==> config.mk <==
export PLATFORM = sky130hd
export DESIGN_NAME = neuron_mac
export DESIGN_NICKNAME = d
export VERILOG_FILES = /design/src/rtl/neuron_mac.sv
export SDC_FILE = /design/constraint.sdc
export NUM_CORES = 1
export LEC_CHECK = 0
export CAP_MARGIN = 20
export CELL_PAD_IN_SITES_DETAIL_PLACEMENT = 1
export CELL_PAD_IN_SITES_GLOBAL_PLACEMENT = 1
export CORE_ASPECT_RATIO = 0.7
export CORE_UTILIZATION = 48
export CTS_BUF_LIST = sky130_fd_sc_hd__clkbuf_4 sky130_fd_sc_hd__clkbuf_8
export DETAILED_ROUTE_END_ITERATION = 8
export PLACE_DENSITY = 0.91
export SETUP_SLACK_MARGIN = 0.02
export SYNTH_ARGS = -nofsm -noshare
export SYNTH_HDL_FRONTEND = slang
export SYNTH_SLANG_ARGS = --single-unit
==> constraint.sdc <==
create_clock -name clk -period 9.04 [get_ports clk]
set_clock_uncertainty 0.2 [all_clocks]
set_input_delay 0.904 -clock clk [delete_from_list [all_inputs] [get_ports clk]]
set_output_delay 0.904 -clock clk [all_outputs]
set_load 0.01 [all_outputs]
==> src/rtl/neuron_mac.sv <==
`default_nettype none
// ============================================================================
// Module   : neuron_mac
// Purpose  : Time-multiplexed neuron. Serially multiply-accumulates N_IN
//            unsigned input/weight lane pairs on one multiplier, then applies
//            a threshold or saturating linear activation.
// Revision : 1.0 - initial release
// ============================================================================
module neuron_mac #(
  parameter int N_IN  = 4,
  parameter int DW    = 16,
  parameter int ACC_W = 2*DW + $clog2(N_IN) + 1
) (
  input  logic               clk,
  input  logic               rst_n,
  input  logic               in_valid,
  output logic               in_ready,
  input  logic [N_IN*DW-1:0] x_vec,
  input  logic [N_IN*DW-1:0] w_vec,
  input  logic [DW-1:0]      sigma,
  input  logic               act_mode,
  output logic               out_valid,
  input  logic               out_ready,
  output logic [DW-1:0]      y,
  output logic               sat,
  output logic               busy
);

  localparam int IDX_W = (N_IN > 1) ? $clog2(N_IN) : 1;
  localparam int SC_W  = ACC_W - DW;
  localparam logic [IDX_W-1:0] LAST_IDX = IDX_W'(N_IN - 1);

  typedef enum logic [1:0] {
    S_IDLE = 2'd0,
    S_MAC  = 2'd1,
    S_ACT  = 2'd2,
    S_DONE = 2'd3
  } state_t;

  state_t            state_q;
  logic [DW-1:0]     x_q [N_IN];
  logic [DW-1:0]     w_q [N_IN];
  logic [DW-1:0]     sigma_q;
  logic              mode_q;
  logic [ACC_W-1:0]  acc_q;
  logic [ACC_W-1:0]  acc_d;
  logic [IDX_W-1:0]  idx_q;
  logic [DW-1:0]     y_q;
  logic [DW-1:0]     y_d;
  logic              sat_q;
  logic              sat_d;

  logic              capture;
  logic [2*DW-1:0]   prod;
  logic [SC_W-1:0]   scaled;
  logic [DW-1:0]     clip;

  assign capture = in_valid && (state_q == S_IDLE);

  // Full-width product of the current lane; operands widened so the
  // multiply is evaluated at 2*DW bits.
  assign prod  = {{DW{1'b0}}, x_q[idx_q]} * {{DW{1'b0}}, w_q[idx_q]};
  assign acc_d = acc_q + {{(ACC_W-2*DW){1'b0}}, prod};

  // Drop the fractional DW bits, then clamp anything that does not fit DW.
  assign scaled = acc_q[ACC_W-1:DW];
  assign sat_d  = |scaled[SC_W-1:DW];
  assign clip   = sat_d ? {DW{1'b1}} : scaled[DW-1:0];

  // Threshold passes only values strictly above sigma; linear ignores sigma.
  assign y_d = (mode_q || (clip > sigma_q)) ? clip : {DW{1'b0}};

  // Operand capture: lane data is only loaded on an accepted input vector.
  always_ff @(posedge clk) begin
    if (capture) begin
      for (int i = 0; i < N_IN; i++) begin
        x_q[i] <= x_vec[i*DW +: DW];
        w_q[i] <= w_vec[i*DW +: DW];
      end
      sigma_q <= sigma;
      mode_q  <= act_mode;
    end
  end

  // Control FSM with accumulator, lane index and registered result.
  always_ff @(posedge clk or negedge rst_n) begin
    if (!rst_n) begin
      state_q <= S_IDLE;
      acc_q   <= '0;
      idx_q   <= '0;
      y_q     <= '0;
      sat_q   <= 1'b0;
    end else begin
      case (state_q)
        S_IDLE: begin
          if (in_valid) begin
            acc_q   <= '0;
            idx_q   <= '0;
            state_q <= S_MAC;
          end
        end
        S_MAC: begin
          acc_q <= acc_d;
          if (idx_q == LAST_IDX) begin
            state_q <= S_ACT;
          end else begin
            idx_q <= idx_q + 1'b1;
          end
        end
        S_ACT: begin
          y_q     <= y_d;
          sat_q   <= sat_d;
          state_q <= S_DONE;
        end
        S_DONE: begin
          if (out_ready) begin
            state_q <= S_IDLE;
          end
        end
        default: state_q <= S_IDLE;
      endcase
    end
  end

  assign in_ready  = (state_q == S_IDLE);
  assign out_valid = (state_q == S_DONE);
  assign busy      = (state_q != S_IDLE);
  assign y         = y_q;
  assign sat       = sat_q;

endmodule
`default_nettype wire

# Word level (Yosys, flattened, before mapping)
# Memory sizes are Yosys's and may differ from the RTL's.
# Cells that the tools add are included.
[op_classes]
bitwise_logic = 0
order_cmp = 1
n_addsub = 2
n_mul = 1
muxes = 13
shift = 0
n_reduce_logical = 9
div = 0
eq_ne = 8
[op_table]
columns = ["operator", "count"]
rows = [
  ["35-bit one-hot mux with 2 select lines", 1],
  ["35-bit by 32-bit adder with 35-bit output", 1],
  ["35-bit 2-to-1 mux", 1],
  ["16-bit by 16-bit multiplier with 32-bit output", 1],
  ["16-bit 2-to-1 mux", 2],
  ["16-bit greater-than comparator", 1],
  ["2-bit 2-to-1 mux", 5],
  ["2-bit one-hot mux with 4 select lines", 1],
  ["2-bit equality test (second input constant)", 3],
  ["2-bit inequality test (second input constant)", 3],
  ["3-bit AND reduction", 2],
  ["2-bit one-hot mux with 2 select lines", 1],
  ["2-bit nonzero test", 2],
  ["3-bit OR reduction", 1],
  ["2-bit by 1-bit adder with 2-bit output (second input constant)", 1],
  ["2-bit by 1-bit equality test with 1-bit output (second input constant)", 1],
  ["2-bit zero test", 1],
  ["1-bit 2-to-1 mux", 2],
  ["2-bit by 1-bit inequality test with 1-bit output (second input constant)", 1],
  ["2-bit AND reduction", 1],
  ["1-bit logical AND", 1],
  ["1-bit logical OR", 1],
]
[totals]
ram_bits = 128
n_memories = 2
latchBits = 0
rom_bits = 0
reg_bits = 73
[mem_list]
columns = ["memory", "depth", "word_bits", "read_ports", "rd_clocked_by_memory_dff", "wr", "line_no", "text"]
rows = [
  ["w_q", 4, 16, 1, 0, 4, "42", "logic [DW-1:0] w_q [N_IN];"],
  ["x_q", 4, 16, 1, 0, 4, "41", "logic [DW-1:0] x_q [N_IN];"],
]

# Logic depth before layout (Yosys ltp)
# Gate-level depths: netlist of the first run.
[depth]
word_depth = 5
mapped_depth = 29
ltp_nobuf = 26

# Least setup slack after synthesis of the first run
# OpenSTA, ideal clock, no wires.
[synth_timing]
path_type = "register -> register"
from = "register idx_q[1]"
to = "register acc_q[31]"
path_slack_ns = 1.724
path_stages_with_launch = 26
arrival_time_ns = 6.986
path_cell_list = "dfrtp_1 clkbuf_1 clkbuf_1 mux2_2 o21ai_0 clkbuf_1 nor2_1 fa_1 inv_1 fa_1 fa_1 inv_1 fa_1 fa_1 inv_1 fa_1 inv_1 ha_1 nand2_2 nor3_2 nand4_1 and3_1 or3_4 o41ai_2 mux2i_1 nand3_1"
[synth_between]
elab_chain_len = 4
word_cells_on_any_way = 5
classes_between = "1 x add/sub; 1 x mul; 1 x mux; 2 x memory"
[synth_rtl]
columns = ["element", "line_no", "text"]
rows = [
  ["from (decl)", "47", "logic [IDX_W-1:0] idx_q;"],
  ["from (signal assigned)", "107", "idx_q <= idx_q + 1'b1;"],
  ["memory 4 x 16 bit, on equally long branches", "--", ""],
  ["16-bit by 16-bit multiplier with 32-bit output *", "62", "assign prod = {{DW{1'b0}}, x_q[idx_q]} * {{DW{1'b0}}, w_q[idx_q]};"],
  ["35-bit by 32-bit adder with 35-bit output *", "63", "assign acc_d = acc_q + {{(ACC_W-2*DW){1'b0}}, prod};"],
  ["35-bit one-hot mux with 2 select lines *", "94", "case (state_q)"],
  ["to (signal assigned)", "89", "acc_q <= '0;"],
  ["to (signal assigned)", "97", "acc_q <= '0;"],
  ["to (signal assigned)", "103", "acc_q <= acc_d;"],
  ["to (decl)", "45", "logic [ACC_W-1:0] acc_q;"],
]
# Mark *: on every way between the ends. The rest lies on a longest branch, timed or not.
# A chain may end at the register's enable or synchronous reset.

# Final worst setup path of the first run
# Ends and elaborated chain as after synthesis.

==> results of run 1 <==
[stage by stage]
step                      instances  util, %  worst slack (ps)
after CTS                      2354    56.96             669.6
after detailed placement       2293    55.03             673.5
after global routing           2359    57.05             551.9
final                          2360    57.06             792.6
after floorplan                1692        -              1724
after global placement         2293    55.03              1070
[sequential cells by signal, indices dropped and copies added (netlist names)]
register	count
y	16
sigma_q	16
state_q	2
mode_q	1
w_q	64
x_q	64
acc_q	35
sat	1
idx_q	2
[placed cells by master, fill, tap and decap left out, types with 12 or more instances in the layout]
| cell | Yosys | layout |
|---|---|---|
| inv_1 | 373 | 373 |
| fa_1 | 226 | 226 |
| nand2_1 | 193 | 193 |
| clkdlybuf4s50_1 | 0 | 167 |
| edfxtp_1 | 145 | 145 |
| ha_1 | 130 | 130 |
| nor2_1 | 105 | 105 |
| and2_1 | 59 | 58 |
| dfrtp_1 | 56 | 54 |
| o21ai_0 | 44 | 43 |
| clkbuf_8 | 0 | 38 |
| a21oi_1 | 34 | 34 |
| a21o_1 | 22 | 22 |
| o21a_1 | 19 | 19 |
| mux2i_1 | 18 | 18 |
| mux2_2 | 16 | 16 |
| mux4_2 | 16 | 16 |
| o22ai_1 | 16 | 16 |
| a211oi_1 | 15 | 15 |
| xor2_1 | 14 | 14 |
| nor2b_1 | 13 | 13 |
| nand3_1 | 12 | 12 |
| buf_4 | 1 | 12 |
[critical path: stages (launching register included)]
cell and delay, ps:
dfrtp_2 650, buf_12 290, mux2_2 380, o21ai_0 810, nor2_1 180, fa_1 570
inv_1 50, fa_1 460, fa_1 530, inv_1 60, fa_1 480, fa_1 510
inv_1 60, fa_1 480, inv_1 50, ha_1 400, o21ai_1 140, o21ai_1 220
nand4_1 250, and3_1 260, or3_4 410, o41ai_2 340, mux2i_1 220, nand3_1 100
[cell type report]
class	count	area, um^2
antenna	1	2.502
clock buffer	48	598.1
clock inverter	13	100.1
fill	3934	15520
inverter	374	1404
multi-input combinational	1056	10320
sequential	201	5758
tap	480	600.6
timing repair buffer	187	1841
[per-layer routing]
| layer | vias to the layer above | global-route usage (%) |
|---|---|---|
| met4 | 0 | 13.10 |
| li1 | 5716 | - |
| met2 | 648 | 51.33 |
| met1 | 6819 | 34.51 |
| met3 | 185 | 7.073 |
| met5 | - | 0 |
[worst min path at each step]
stage	startpoint	end	slack [ps]
final	rst_n	idx_q[0]	290
after CTS	acc_q[2]	acc_q[2]	300
after global placement	acc_q[2]	acc_q[2]	280
after floorplan	acc_q[2]	acc_q[2]	260
after detailed placement	acc_q[2]	acc_q[2]	280
after global routing	acc_q[2]	acc_q[2]	330
[cell families (layout without fill, tap and decap cells)]
kind of cell             Yosys count  after routing
AO/OA/AOI/OAI                    198            198
XOR/XNOR                          25             25
adder cells (fa/ha/maj)          356            356
buffers and inverters            435            622
flip-flops                       201            201
multiplexers                      50             50
other                              0              1
AND/OR/NAND/NOR                  427            427
==> qor.yml, run 1 <==
sta:
  hold_viol: 0
  setup_tns_ps: 0
  max_freq_mhz: 121.3
  rsz0062_at_grt: "no"
  worst_pin_slew_ps: 1081
  slew-limit-headroom_pct: 27.15
  period_minus_slack_ps: 8247
  maxSlewViolCount: 0
  holdWs_ps: 285.3
  setup_violations: 0
  period_share_pct: 91.23
routing:
  wirelength_mm: 54.05
  wl_met1_mm: 20.02
  drc: 0
  wire_per_inst_um: 22.90
  viasPerCell: 5.664
  wl_met2_mm: 27.66
  firstDrtPassIters: 5
  first_iter_violations: 928
  met3RoutedLength_mm: 4.133
  ant_nets: 0
  highest_layer: "met4"
  vias: 13368
critical_path:
  critPathArrivalTime_ps: 8500
  end_kind: "flip-flop"
  r2r_end: "acc_q[31]"
  reg2reg_from: "idx_q[1]"
  reg2reg_slack_ps: 790
  endpoint: "acc_q[31]"
  critPathMaxFanout: 36
  rr_worst_depth: 23
  startpoint_type: "flip-flop"
  required_ps: 9290
  critPathLaunch: "idx_q[1]"
  worst-setup-path-type: "flip-flop to flip-flop"
die:
  core-area_um2: 36140
  initial_utilization_pct: 49.08
  die_h_um: 162.8
  rows: 58
  pin_count: 169
  die-area_um2: 37730
  die_w_um: 231.8
cells_and_area:
  drive_gt1_share_pct: 6.333
  area_growth_pct: 16.27
  num-nets-final: 2361
  final_cell_area_um2: 20620
global_routing:
  grt_pass1_vias: 15408
  grt_pass1_wl_mm: 83.79
  antenna_found_initial: 0
  grt_use_total_pct: 29.44
  grt_max_degree: 80
  grt-ovfl-total: 0
cts:
  cts_buffers: 36
  cts_sinks: 201
  clkTransAtPathRegs_ps: 60
  clk_latency_ps: 590
  htreeDepth: 2
  ctsHoldBuffers: 0
  cts.path.max_buffers: 3
  cts-root-buf: "clkbuf_8"
  post_cts_buffers: 0
  cts_resized: 0
  tritoncts: "yes"
logic_synthesis:
  muxShareOfSynthArea_pct: 4.063
  synth_edf_count: 145
  syn-num-nets: 2197
  synth_xor_area_share_pct: 1.235
  synth.cell_area_um2: 17740
  synth_top_family_by_area: "adder cells"
  synthFlopType: "edfxtp_1"
  syn_inst: 1692
  avgSynthCellArea_um2: 10.48
  yosys.area.top_type_share_pct: 25.51
  ys.warnings.count: 0
  synth_area_leaders: "fa_1, edfxtp_1, ha_1, dfrtp_1, inv_1"
  synth.distinct_cells: 63
  synth-seq-cells: 201
  async_flop_share_pct: 27.86
  synth_compound_area_share_pct: 7.358
  synthTopCellsByCount: "inv_1, fa_1, nand2_1"
  synth_area_leader_cell: "fa_1"
  yosysSeqAreaShare_pct: 32.45
  synthSimpleGateAreaFrac_pct: 10.82
  synth_fa_ha_area_share_pct: 34.68
  synth.most_common_cell: "inv_1"
place:
  place_hpwl_mm: 41.50
  place.gp.congestion: 0.9150
  placed_area_um2: 19890
  port_buffers: 168
outcome:
  status: "finished, final reports clean"
min_path:
  min_path_type: "input pin to async pin"
job:
  cap_viol_max_count: 0
Power of run 1 is left out: the tool's default activity adds up to more than one toggle a clock period on the data nets, which glitch-free logic cannot reach.
==> inputs of run 2 (changes only) <==
Settings changed: PLACE_DENSITY 0.91 to 0.89.
==> run 2 against run 1 <==
Net effect:
- final cell count stayed put
- largest cell class unchanged
- setup slack worse by 47 ps
- non-clock buffer count is 2 lower
- first-iteration DRC count is 23% higher
- critical endpoint unchanged
- via count is 0.32% lower
- clock-buffer cell count is 3 higher
==> qor.yml, run 2 (synthesized netlist as in run 1, its figures left out) <==
outcome:
  status: "finished, final reports clean"
cts:
  cts_buffers: 36  # unchanged
  tritoncts: "yes"
  cts_sinks: 201  # unchanged
  ctsHoldBuffers: 0  # unchanged
  post_cts_buffers: 0  # unchanged
  cts_resized: 0  # unchanged
  cts.path.max_buffers: 3  # unchanged
  cts-root-buf: "clkbuf_8"
  htreeDepth: 2  # unchanged
  clk_latency_ps: 590  # about the same
  clkTransAtPathRegs_ps: 60  # about the same
cells_and_area:
  multiInputGateArea_um2: 10320  # unchanged
  area_growth_pct: 16.38  # about the same
  drive_gt1_share_pct: 6.543  # +0.21 points
  final_cell_mix: "inv_1, fa_1, nand2_1"
  diodes: 0  # -1
  fin_cells: 2360  # unchanged
  regArea_um2: 5758  # unchanged
  reg.largest.list: "w_q: 64 flops, x_q: 64 flops, acc_q: 35 flops"
  final_common_cell: "inv_1"
  num-fill-cells: 3944  # +0.25%
  final_cell_area_um2: 20640  # about the same
  num-nets-final: 2359  # -0.085%
global_routing:
  grt_pass1_wl_mm: 86.62  # +3.4%
  antenna_found_initial: 0  # unchanged
  grt-ovfl-total: 0  # unchanged
  grt_max_degree: 79  # -1.3%
  grt_use_total_pct: 30.54  # +1.1 points
  grt_pass1_vias: 15533  # +0.81%
sta:
  setup_violations: 0  # unchanged
  setup_tns_ps: 0  # unchanged
  hold_viol: 0  # unchanged
  period_minus_slack_ps: 8295  # +47.33 ps
  maxSlewViolCount: 0  # unchanged
  slew-limit-headroom_pct: 30.18  # +3.0 points
  max_freq_mhz: 120.6  # -0.57%
  period_share_pct: 91.76  # +0.52 points
  timing.final.ws_setup_ps: 745.3  # -47.33 ps
  worst_pin_slew_ps: 1047  # -34.13 ps
  rsz0062_at_grt: "no"
routing:
  first_iter_violations: 1139  # +23%
  firstDrtPassIters: 5  # unchanged
  wirelength_mm: 55.81  # +3.3%
  wire_per_inst_um: 23.65  # +3.3%
  ant_nets: 0  # unchanged
  viasPerCell: 5.646  # -0.32%
  vias: 13325  # -0.32%
  drc: 0  # unchanged
critical_path:
  path_common_cell: "fa_1"
  end_kind: "flip-flop"
  reg2reg_from: "idx_q[0]"
  r2r_end: "acc_q[31]"
  reg2reg_slack_ps: 750  # -50 ps
  critPathSlowestCell: "dfrtp_2"
  worst-setup-path-type: "flip-flop to flip-flop"
  critPathArrivalTime_ps: 8540  # +40 ps
  critPathMaxFanout: 40  # +11%
  cp_cell_sequence: "mux4_2 -> and2_1 -> fa_1 -> inv_1 -> fa_1 -> inv_1 -> fa_1 -> fa_1 -> fa_1 -> inv_1 -> fa_1 -> inv_1 -> ha_1 -> nand2_2 -> nor3_2 -> nand4_1 -> and3_1 -> or3_4 -> o41ai_2 -> mux2i_1 -> nand3_1"
  rr_worst_depth: 21  # -8.7%
  startpoint_type: "flip-flop"
  max_stage_delay_ps: 1030  # +220 ps
  required_ps: 9280  # about the same
place:
  port_buffers: 168  # unchanged
  dp.cells: 2296  # +0.13%
  placed_area_um2: 19900  # about the same
  place_hpwl_mm: 42.79  # +3.1%
  place_ws_ps: 876.4  # +202.9 ps
  place.gp.congestion: 0.9074  # -0.83%
die:
  die_w_um: 231.8  # unchanged
  pin_count: 169  # unchanged
  die_h_um: 162.8  # unchanged
  rows: 58  # unchanged
  core-area_um2: 36140  # unchanged
  die-area_um2: 37730  # unchanged
  initial_utilization_pct: 49.08  # unchanged
job:
  cap_viol_max_count: 0  # unchanged
min_path:
  min_path_type: "input pin to async pin"
-- run 2: changes by cell type in the layout (fill, tap and decap cells not counted) --
cell / change
clkinv_1: -3
clkinv_8: -1
clkbuf_8: +1
buf_6: -1
bufinv_16: +1
clkbuf_4: +1
diode_2: -1
buf_12: -1
clkinv_2: +3
buf_2: -3
buf_4: +4
-- run 2: routing by layer --
metal  share of wire (%)  GRT usage, %  up-vias
li1                    -             -     5718
met1                  38         37.01     6765
met2                  50         51.75      622
met3                 7.3         6.390      220
met4                 5.0         15.40        0
met5                   0             0        -
-- run 2: worst max-delay path by stage --
stage | start | to | slack, ps | cells past startpoint
floorplan | idx_q[1] | acc_q[31] | 1720 | 25
global placement | idx_q[0] | acc_q[31] | 1420 | 21
CTS | idx_q[0] | acc_q[31] | 860 | 21
detailed placement | idx_q[0] | acc_q[31] | 880 | 21
global route | idx_q[0] | acc_q[32] | 500 | 25
finish | idx_q[0] | acc_q[31] | 750 | 21
-- run 2: area by class of cell --
cell class | instances | share of cell area (%)
Tap cell | 480 | 2.910
Inverter | 374 | 6.801
Clock buffer | 51 | 3.037
Clock inverter | 13 | 0.5698
Sequential cell | 201 | 27.90
Timing Repair Buffer | 185 | 8.802
Multi-Input combinational cell | 1056 | 49.98
-- run 2: worst max-delay path: cells and delay by family (launching register included) --
| kind | cells | cell delay (ps) |
|---|---|---|
| adder cells (fa/ha/maj) | 7 | 3500 |
| AND/OR/NAND/NOR | 7 | 1640 |
| multiplexers | 2 | 1120 |
| flip-flops | 1 | 1030 |
| AO/OA/AOI/OAI | 1 | 370 |
| buffers and inverters | 4 | 260 |
-- run 2: per-stage QoR --
| step | util (%) | hold WS (ps) |
|---|---|---|
| 6_report | 57.11 | 296.3 |
| 3_3_place_gp | 55.05 | 278.7 |
| 2_1_floorplan | - | 256.3 |
| 3_5_place_dp | 55.05 | 285.9 |
| 4_1_cts | 57.11 | 300.3 |
| 5_1_grt | 57.11 | 350.0 |
Power of run 2 is left out for the same reason.
